## src/rtl/div_seq.sv

```systemverilog
// Iterative RV32M DIV/DIVU/REM/REMU sequencer: 32-step restoring division,
// one quotient bit per cycle, with pipeline stall request and one-cycle ready pulse.
module div_seq (
    input  logic        clk,
    input  logic        rst,
    input  logic        start_i,
    input  logic [1:0]  op_i,
    input  logic [31:0] dividend_i,
    input  logic [31:0] divisor_i,
    input  logic        annul_i,
    output logic [31:0] result_o,
    output logic        ready_o,
    output logic        stall_req_o,
    output logic        busy_o
);

    typedef enum logic [1:0] {StIdle, StCalc, StDone} state_e;

    state_e      state_q, state_d;
    logic        is_rem_q;
    logic        q_neg_q;
    logic        r_neg_q;
    logic [32:0] rem_q;
    logic [31:0] quo_q;
    logic [31:0] dvs_q;
    logic [4:0]  cnt_q;

    logic        is_signed, sd, ss;
    logic [31:0] abs_dvd, abs_dvs;
    logic        div_zero, ovf, special, accept;
    logic [31:0] special_res;

    always_comb begin
        is_signed   = ~op_i[0];
        sd          = is_signed & dividend_i[31];
        ss          = is_signed & divisor_i[31];
        abs_dvd     = sd ? -dividend_i : dividend_i;
        abs_dvs     = ss ? -divisor_i : divisor_i;
        div_zero    = (divisor_i == 32'd0);
        ovf         = is_signed && (dividend_i == 32'h8000_0000) &&
                      (divisor_i == 32'hFFFF_FFFF);
        special     = div_zero | ovf;
        accept      = (state_q == StIdle) && start_i && !annul_i;
        special_res = 32'd0;
        if (div_zero) begin
            special_res = op_i[1] ? dividend_i : 32'hFFFF_FFFF;
        end else begin
            special_res = op_i[1] ? 32'd0 : 32'h8000_0000;
        end
    end

    // One restoring step; the quotient register doubles as the dividend shifter.
    logic [33:0] shifted, diff;
    logic        take;
    logic [32:0] rem_nxt;
    logic [31:0] quo_nxt, q_fix, r_fix, final_res;

    always_comb begin
        shifted   = {rem_q, quo_q[31]};
        diff      = shifted - {2'b00, dvs_q};
        take      = ~diff[33];
        rem_nxt   = take ? diff[32:0] : shifted[32:0];
        quo_nxt   = {quo_q[30:0], take};
        q_fix     = q_neg_q ? -quo_nxt : quo_nxt;
        r_fix     = r_neg_q ? -rem_nxt[31:0] : rem_nxt[31:0];
        final_res = is_rem_q ? r_fix : q_fix;
    end

    always_ff @(posedge clk) begin
        if (rst) begin
            state_q <= StIdle;
        end else begin
            state_q <= state_d;
        end
    end

    always_comb begin
        state_d = state_q;
        unique case (state_q)
            StIdle:  if (accept) state_d = special ? StDone : StCalc;
            StCalc:  if (cnt_q == 5'd31) state_d = StDone;
            StDone:  state_d = StIdle;
            default: state_d = StIdle;
        endcase
        if (annul_i) begin
            state_d = StIdle;
        end
    end

    always_ff @(posedge clk) begin
        if (rst) begin
            is_rem_q <= 1'b0;
            q_neg_q  <= 1'b0;
            r_neg_q  <= 1'b0;
            rem_q    <= 33'd0;
            quo_q    <= 32'd0;
            dvs_q    <= 32'd0;
            cnt_q    <= 5'd0;
            result_o <= 32'd0;
        end else if (accept) begin
            is_rem_q <= op_i[1];
            q_neg_q  <= sd ^ ss;
            r_neg_q  <= sd;
            rem_q    <= 33'd0;
            quo_q    <= abs_dvd;
            dvs_q    <= abs_dvs;
            cnt_q    <= 5'd0;
            if (special) begin
                result_o <= special_res;
            end
        end else if (state_q == StCalc && !annul_i) begin
            rem_q <= rem_nxt;
            quo_q <= quo_nxt;
            cnt_q <= cnt_q + 5'd1;
            if (cnt_q == 5'd31) begin
                result_o <= final_res;
            end
        end
    end

    assign ready_o     = (state_q == StDone);
    assign busy_o      = (state_q != StIdle);
    assign stall_req_o = accept || (state_q == StCalc);

endmodule
```

## config.mk

```make
export PLATFORM = sky130hd
export DESIGN_NAME = div_seq
export DESIGN_NICKNAME = d
export VERILOG_FILES = /design/src/rtl/div_seq.sv
export SDC_FILE = /design/constraint.sdc
export NUM_CORES = 1
export LEC_CHECK = 0
export CAP_MARGIN = 40
export CELL_PAD_IN_SITES_DETAIL_PLACEMENT = 0
export CELL_PAD_IN_SITES_GLOBAL_PLACEMENT = 2
export CORE_UTILIZATION = 34
export DETAILED_ROUTE_END_ITERATION = 8
export PLACE_DENSITY_LB_ADDON = 0.1
export RECOVER_POWER = 100
export SYNTH_ARGS = -nofsm -noshare
export SYNTH_HDL_FRONTEND = slang
export SYNTH_SLANG_ARGS = --single-unit
```

## constraint.sdc

```tcl
create_clock -name clk -period 5.3 [get_ports clk]
set_input_delay 1.06 -clock clk [delete_from_list [all_inputs] [get_ports clk]]
set_output_delay 1.06 -clock clk [all_outputs]
set_load 0.02 [all_outputs]
```

==> results.tsv, run 1 <==
metric	value	unit
status	finished, violations left	
violations	capacitance limit, slew limit	
finalWeightedCongestion	0.863	
hold_violations	0	
pin_count	105	
cts.repair.resized	0	
maxCapViolations	2	
synth_area	0.0112	mm^2
p_leak	4.83	nW
drc	0	
crit_required	5630	ps
fin_crit_sh	92.8	%
clock_sinks	139	
critPathMaxStageDelay	640	ps
clk_latency	450	ps
syn2layout_area_growth	19.8	%
synth_cell_type_count	80	
total_power	3.67	mW
fin_util	41.8	%
cts.path.max_buffers	2	
finalWorstPathRequiredPeriod	4920	ps
rows	65	
die_area	0.0336	mm^2
p_sw	1.31	mW
postCtsSetupBuffers	0	
hold_buffers	0	
combPwrFrac	31.7	%
detailed_place_hpwl	33400	um
netlist_instances	1485	
dpl_cell_area	0.0128	mm^2
finalNonFillerCells	2014	
regArea	0.00278	mm^2
cpLargestDelayFamily	buffers and inverters	
grt_usage	26.1	%
rsz0062_at_grt	no	
start_util	34.9	%
crit_chain	dlygate4sd3_1 -> inv_1 -> ha_1 -> nor3b_1 -> clkbuf_1 -> nand4_1 -> or4_1 -> nor3_1 -> clkbuf_1 -> nor3_1 -> a21oi_1 -> clkbuf_1 -> nor2_2 -> buf_8 -> a221o_1	
p_seq_share	30.8	%
yosysSeqAreaShare	24.9	%
fin_ws	383	ps
tightest_slew	1810	ps
arrival	5250	ps
coreArea	0.0320	mm^2
die_w	183	um
critPathBufInv	6	
hp-class	flop to flop	
clk_pin_slew_worst_paths	60	ps
swShare	35.8	%
drt-pass1-iter-count	5	
worst_setup_path_end_kind	flop	
crit_path_max_fanout	13	
p_int	2.36	mW
ys.flop_type	dfxtp_1	
max_freq	203	MHz
synth_edf_count	0	
grt_pass1_wl	66200	um
setup_tns	0	ps
final_common_cell	nor2_1	
clockPowerShare	37.5	%
cts_buffers	17	
multiInputGateArea	0.00779	mm^2
layout-drive-gt1-share	7.29	%
grt_max_degree	81	
wl_per_cell	21.6	um
finalMaxSlewViolations	62	
max-slew-margin-rel	-20.6	%
skew	15.4	ps
cts-root-buf	clkbuf_16	
wl	43500	um
vias_per_cell	5.74	
port_buffers	104	
avgSynthCellArea	7.52	um^2
grt_overflow_total	0	
crit_type	input pin to flop	
design_area	0.0134	mm^2
ant_nets	0	
setup_violations	0	
ys_warn_count	0	
ir_drop	0.000254	V
dp_slack	557	ps
htreeDepth	4	
cts_tree	done	
antenna_found_initial	0	
cp_slowest_cell	or4_1	
layout_common_cells	nor2_1, nand2_1, dfxtp_1	
crit_path_start_kind	input pin	
ys_async_sr_fraction	0	%
powerDensity	275	mW/mm^2
fillers	3356	
drt_iter0_drc	926	
cpMostUsedCell	clkbuf_1	
die_y	183	um
place_inst	1981	
timing.hold.ws	448	ps
syn_nets	1595	
grt_pass1_vias	10700	
ys_ff_latch	139	
num_vias	11600	
nets	1675	
## path summary, 6_finish.rpt
kind / slack, ps / depth (start not counted) / startpoint / endpoint
worst max-delay path: 380 / 15 / divisor_i[0] / result_o[6]
worst min-delay path: 450 / 2 / result_o[13] / result_o[13]
worst max register to register: 410 / 14 / rem_q[19] / result_o[29]
worst min register to register: 450 / 2 / result_o[13] / result_o[13]
## layer usage
| layer | global-route usage, % | share of wire, % | up-vias |
|---|---|---|---|
| met5 | 0 | 0 | - |
| met2 | 40.5 | 44 | 313 |
| met3 | 3.85 | 4.7 | 31 |
| li1 | - | - | 5646 |
| met4 | 5.47 | 1.2 | 0 |
| met1 | 37.8 | 50 | 5580 |
## registers in the layout, indices dropped and copies added (netlist names)
register,count
state_q,2
cnt_q,5
dvs_q,32
r_neg_q,1
result_o,32
q_neg_q,1
is_rem_q,1
quo_q,32
rem_q,33
## worst register-to-register path: stages, from the launching register on
cell,delay [ps]
dfxtp_1,360
ha_1,410
a21o_1,260
a211oi_1,230
a22oi_1,200
a221o_1,460
nor3_4,440
nor2_8,130
inv_2,170
clkbuf_4,380
mux2_2,430
or4_1,620
o31ai_2,320
nor4_1,90
a211o_1,290
## power by group through the flow
stage	registers, mW	logic [mW]	clock network (mW)
6_report	1.13	1.17	1.38
3_3_place_gp	1.15	1.16	0
4_1_cts	1.13	1.17	1.40
3_5_place_dp	1.15	1.16	0
5_1_grt	1.14	1.27	1.44
2_1_floorplan	1.14	0.769	0
## layout make-up
cell class	instances	area share, %
clock buffers	18	3.21
diodes	1	0.0187
repair buffers	156	10.5
clock inverters	14	1.65
inverters	53	1.49
multi-input cells	1198	58.3
well taps	435	4.07
flip-flops and latches	139	20.8
## logic make-up (layout without fill, tap and decap cells)
kind of cell,Yosys count,after routing,share of synthesized area [%]
AND/OR/NAND/NOR,503,503,21.8
AO/OA/AOI/OAI,491,491,29.9
buffers and inverters,148,241,5.38
flip-flops,139,139,24.9
XOR/XNOR,125,125,9.81
adder cells (fa/ha/maj),40,40,4.55
multiplexers,39,39,3.61
other,0,1,0
## cell usage after synthesis, types with 14 or more instances
master	n	area share, %
a211oi_1	63	4.2
a21o_1	16	1.1
a21oi_1	110	4.9
a22oi_1	33	2.2
a311oi_1	14	1.1
buf_1	14	0.47
clkbuf_1	65	2.2
dfxtp_1	139	25
ha_1	39	4.4
inv_1	52	1.7
mux2i_1	29	2.6
nand2_1	139	4.7
nand2b_1	15	0.84
nand3_1	27	1.2
nand4_1	21	1.2
nor2_1	152	5.1
nor3_1	33	1.5
nor4_1	20	1.1
o21ai_0	104	4.7
o31ai_1	30	2.0
o41ai_1	14	1.1
or3_1	27	1.5
or4_1	15	1.0
xnor2_1	68	5.3
xor2_1	57	4.5
Note: power is estimated with default switching activity, not from simulation.
==> inputs of run 2 (changes only) <==
--- a/config.mk
+++ b/config.mk
@@ -6,7 +6,7 @@
 export NUM_CORES = 1
 export LEC_CHECK = 0
 export CAP_MARGIN = 40
-export CELL_PAD_IN_SITES_DETAIL_PLACEMENT = 0
+export CELL_PAD_IN_SITES_DETAIL_PLACEMENT = 1
 export CELL_PAD_IN_SITES_GLOBAL_PLACEMENT = 2
 export CORE_UTILIZATION = 34
 export DETAILED_ROUTE_END_ITERATION = 8
==> results.tsv, run 2 (synthesis gave the netlist of run 1 again) <==
metric	value	unit	change
rsz0062_at_grt	no		
clk_pin_slew_worst_paths	70	ps	about the same
r2r_slack	420	ps	about the same
hp-class	flop to flop		
finalMaxSlewViolations	62		unchanged
grt_overflow_total	0		unchanged
grt_pass1_vias	11600		+8.3%
die_w	183	um	unchanged
arrival	5270	ps	+20 ps
rows	65		unchanged
violations	capacitance limit, slew limit		
drc	0		unchanged
die_area	0.0336	mm^2	unchanged
cts_buffers	17		unchanged
finalWorstPathRequiredPeriod	4880	ps	-41.9 ps
fin_util	41.6	%	-0.23 points
grt_pass1_wl	69900	um	+5.6%
drt_iter0_drc	885		-4.4%
hold_depth	2		unchanged
num_vias	11700		+1.2%
vias_per_cell	5.81		+1.2%
crit_type	flop to flop		
p_leak	4.78	nW	-1.1%
critPathMaxStageDelay	610	ps	-30 ps
regMostFlops	rem_q		
cts_tree	done		
setup_violations	0		unchanged
wl	45300	um	+4.2%
crit_required	5700	ps	+70 ps
clockPowerShare	35.6	%	-1.9 points
coreArea	0.0320	mm^2	unchanged
finalNonFillerCells	2014		unchanged
ir_drop	0.000245	V	-3.9%
detailed_place_hpwl	35000	um	+4.9%
tightest_slew	1760	ps	-48.3 ps
maxCapViolations	2		unchanged
path_depth	14		-1
max-slew-margin-rel	-17.3	%	+3.2 points
layout_common_cells	nor2_1, nand2_1, dfxtp_1		
powerDensity	268	mW/mm^2	-2.3%
crit_chain	ha_1 -> a21o_1 -> a211oi_1 -> a22oi_1 -> a221o_1 -> nor3_4 -> nor2_8 -> inv_1 -> buf_4 -> mux2_1 -> or4_1 -> nand2b_1 -> a2111o_1 -> nand3_1		
die_y	183	um	unchanged
cts.repair.resized	0		unchanged
final_common_cell	nor2_1		
cts-root-buf	clkbuf_16		
clk_latency	450	ps	about the same
setup_tns	0	ps	unchanged
hold_buffers	0		unchanged
cpLargestDelayFamily	compound AO/OA/AOI/OAI gates		
grt_usage	27.3	%	+1.3 points
skew	14.3	ps	-1.12 ps
worstRegToRegCells	14		unchanged
drt-pass1-iter-count	6		+1
crit_path_start_kind	flop		
timing.rr.end	result_o[25]		
crit_end	result_o[25]		
clock_sinks	139		unchanged
layout-drive-gt1-share	6.97	%	-0.32 points
start_util	34.9	%	unchanged
port_buffers	104		unchanged
syn2layout_area_growth	19.1	%	
cp_slowest_cell	or4_1		
grt_max_degree	81		unchanged
postCtsSetupBuffers	0		unchanged
place_inst	1981		unchanged
combPwrFrac	32.7	%	+1.0 points
wl_per_cell	22.5	um	+4.2%
htreeDepth	4		unchanged
nets	1675		unchanged
hold_violations	0		unchanged
p_sw	1.33	mW	+1.3%
status	finished, violations left		
antenna_found_initial	0		unchanged
fillers	3881		+16%
p_seq_share	31.7	%	+0.9 points
pin_count	105		unchanged
startpoint	rem_q[19]		
crit_path_max_fanout	27		+14
ant_nets	0		unchanged
largest_register_ffs	33		unchanged
critPathBufInv	2		-4
reg2reg_from	rem_q[19]		
finalWeightedCongestion	0.863		unchanged
swShare	37.3	%	+1.5 points
p_int	2.24	mW	-5.2%
cts.path.max_buffers	2		unchanged
fin_crit_sh	92.0	%	-0.79 points
worst_setup_path_end_kind	flop		
max_freq	205	MHz	+0.86%
-- run 2: changes by cell type in the layout (fill, tap and decap cells not counted), sizes merged --
cell	before	now
bufinv	5	2
buf	39	40
clkinvlp	1	6
dlygate4sd3	38	39
inv	54	55
clkdlybuf4s50	65	64
clkinv	7	2
clkbuf	32	33
-- run 2: power groups by stage --
stage | combinational, mW | sequential (mW) | clock (mW)
after detailed placement | 1.17 | 1.15 | 0
after global routing | 1.27 | 1.14 | 1.32
after CTS | 1.18 | 1.13 | 1.28
after floorplan | 0.769 | 1.14 | 0
after global placement | 1.16 | 1.15 | 0
final | 1.17 | 1.13 | 1.27
-- run 2: tightest hold or removal path, cell delays in order (launching register included) --
cell     delay (ps)
dfxtp_1         320
nand2_1          50
o21ai_0          50
-- run 2: worst min path at each step --
stage	start	to	slack, ps
CTS	result_o[13]	result_o[13]	460
finish	result_o[13]	result_o[13]	450
global placement	dvs_q[25]	dvs_q[25]	440
global route	result_o[27]	result_o[27]	470
floorplan	dvs_q[25]	dvs_q[25]	430
detailed placement	result_o[18]	result_o[18]	450
-- run 2: area by class of cell --
type	instances	area, um^2	share of cell area, %
antenna	1	2.50	0.0188
clock buffer	20	457	3.43
clock inverter	12	140	1.05
inverter	53	199	1.50
multi-input combinational	1198	7780	58.5
sequential	139	2780	20.9
tap	435	544	4.09
timing repair buffer	156	1400	10.5
-- run 2: routing by layer --
layer / wire (um) / vias to the layer above / part of all wire (%) / GRT usage (%)
li1: - / 5645 / - / -
met1: 22200 / 5723 / 49 / 38.8
met2: 20600 / 307 / 45 / 43.5
met3: 1870 / 32 / 4.1 / 3.81
met4: 644 / 0 / 1.4 / 6.17
met5: 0 / - / 0 / 0
-- run 2: metrics by stage --
| stage | setup WS (ps) | instance area, um^2 | power (mW) | hold WS (ps) |
|---|---|---|---|---|
| 6_report | 425 | 13300 | 3.57 | 450 |
| 5_1_grt | 165 | 13300 | 3.73 | 475 |
| 4_1_cts | 518 | 13400 | 3.59 | 463 |
| 3_5_place_dp | 521 | 12800 | 2.32 | 447 |
| 3_3_place_gp | 534 | 12700 | 2.31 | 444 |
| 2_1_floorplan | 794 | 11200 | 1.91 | 432 |
==> inputs of run 3 (changes only) <==
--- a/config.mk
+++ b/config.mk
@@ -11,7 +11,8 @@
 export CORE_UTILIZATION = 34
 export DETAILED_ROUTE_END_ITERATION = 8
 export PLACE_DENSITY_LB_ADDON = 0.1
-export RECOVER_POWER = 100
+export RECOVER_POWER = 25
 export SYNTH_ARGS = -nofsm -noshare
 export SYNTH_HDL_FRONTEND = slang
 export SYNTH_SLANG_ARGS = --single-unit
+export TNS_END_PERCENT = 30
==> results.tsv, run 3 (synthesis gave the netlist of run 1 again) <==
metric	value	unit	change
drc	0		unchanged
cts_tree	done		
r2r_slack	500	ps	+80 ps
start_util	34.9	%	unchanged
drt_iter0_drc	789		-11%
max-slew-margin-rel	-7.40	%	+9.9 points
die_y	183	um	unchanged
worstRegToRegCells	14		unchanged
p_leak	4.82	nW	+0.98%
htreeDepth	4		unchanged
clock_sinks	139		unchanged
powerDensity	268	mW/mm^2	-0.18%
finalWorstPathRequiredPeriod	4800	ps	-78.2 ps
postCtsSetupBuffers	0		unchanged
clk_pin_slew_worst_paths	70	ps	about the same
finalMaxSlewViolations	28		-55%
layout-drive-gt1-share	7.98	%	+1.0 points
hold_violations	0		unchanged
hold_depth	2		unchanged
syn2layout_area_growth	19.7	%	
num_vias	11700		-0.12%
skew	13.7	ps	-0.589 ps
crit_path_max_fanout	27		unchanged
cts_buffers	17		unchanged
wl_met2	20500	um	-0.34%
regMostFlops	rem_q		
wl	45300	um	about the same
p_seq_share	31.6	%	about the same
detailed_place_hpwl	35000	um	unchanged
layout_common_cells	nor2_1, nand2_1, dfxtp_1		
cts-root-buf	clkbuf_16		
violations	capacitance limit, slew limit		
drt-pass1-iter-count	5		-1
final_common_cell	nor2_1		
coreArea	0.0320	mm^2	unchanged
maxCapViolations	1		-1
finalWeightedCongestion	0.863		unchanged
crit_required	5640	ps	-60 ps
die_w	183	um	unchanged
die_area	0.0336	mm^2	unchanged
p_int	2.24	mW	+0.38%
hold-path-endpoint	result_o[13]		
cts.repair.resized	0		unchanged
reg2reg_from	rem_q[19]		
swShare	37.3	%	-0.048 points
tightest_slew	1610	ps	-149 ps
clk_latency	450	ps	about the same
hp-start	result_o[13]		
hold_buffers	0		unchanged
total_power	3.58	mW	+0.31%
arrival	5140	ps	-130 ps
grt_pass1_wl	69900	um	unchanged
ant_nets	0		unchanged
crit_type	flop to flop		
dr_wl_met3	1830	um	-2.5%
grt_max_degree	81		unchanged
grt_usage	27.3	%	unchanged
antenna_found_initial	0		unchanged
max_freq	208	MHz	+1.6%
grt_overflow_total	0		unchanged
top_layer	met4		
setup_tns	0	ps	unchanged
pin_count	105		unchanged
ir_drop	0.000244	V	about the same
vias_per_cell	5.81		-0.12%
combPwrFrac	33.0	%	+0.3 points
timing.rr.end	result_o[29]		
status	finished, violations left		
wl_per_cell	22.5	um	about the same
setup_violations	0		unchanged
nets	1675		unchanged
rows	65		unchanged
port_buffers	104		unchanged
cts.path.max_buffers	2		unchanged
crit_path_start_kind	flop		
met1_length	22300	um	+0.27%
rsz0062_at_grt	no		
p_sw	1.33	mW	+0.18%
hp-class	flop to flop		
fin_crit_sh	90.5	%	-1.5 points
clockPowerShare	35.4	%	-0.2 points
worst_setup_path_end_kind	flop		
grt_pass1_vias	11600		unchanged
largest_register_ffs	33		unchanged
## run 3: cell count changes in the layout (fill, tap and decap cells not counted), moves of 5 or more
cell	previous run	this run
clkdlybuf4s50_1	64	69
dlygate4sd3_1	39	34
clkbuf_1	14	4
buf_4	37	46
## run 3: worst max-delay path by stage
stage,from,endpoint,slack (ps),cells past startpoint
3_3_place_gp,dividend_i[21],result_o[25],530,12
5_1_grt,dvs_q[20],result_o[29],270,15
6_report,rem_q[19],result_o[29],500,14
3_5_place_dp,divisor_i[17],result_o[23],520,13
4_1_cts,rem_q[19],result_o[29],520,14
2_1_floorplan,dvs_q[24],result_o[30],790,23
## run 3: power groups by stage
stage / clock, mW / sequential [mW] / combinational (mW)
after floorplan: 0 / 1.14 / 0.769
after global placement: 0 / 1.15 / 1.16
after detailed placement: 0 / 1.15 / 1.17
after CTS: 1.28 / 1.13 / 1.18
after global routing: 1.32 / 1.14 / 1.28
final: 1.27 / 1.13 / 1.18
## run 3: area by class of cell
cell class	count	area, um^2
antenna	1	2.50
clock buffer	20	457
clock inverter	12	140
fill	3877	18600
inverter	53	199
multi-input combinational	1198	7800
sequential	139	2780
tap	435	544
timing repair buffer	156	1440
## run 3: critical path, cell delays in order (launching register included)
cell,delay [ps]
dfxtp_1,350
ha_1,400
a21o_1,260
a211oi_1,220
a22oi_1,190
a221o_1,470
nor3_4,440
nor2_8,130
inv_2,160
buf_4,330
mux2_2,410
or4_1,620
o31ai_2,300
nor4_1,80
a211o_1,300
## run 3: per-stage QoR
stage	setup slack, ps	cells	instance area, um^2	hold WS, ps	utilization (%)
after floorplan	794	1485	11200	432	-
after global placement	534	1978	12700	444	39.9
after detailed placement	521	1981	12800	447	40.0
after CTS	518	2013	13400	463	41.9
after global routing	273	2013	13400	475	41.8
final	503	2014	13400	451	41.8
## run 3: layer usage
metal / track usage [%] / vias up
met5: 0 / -
met3: 3.81 / 33
met4: 6.17 / 0
met2: 43.5 / 285
li1: - / 5650
met1: 38.8 / 5725
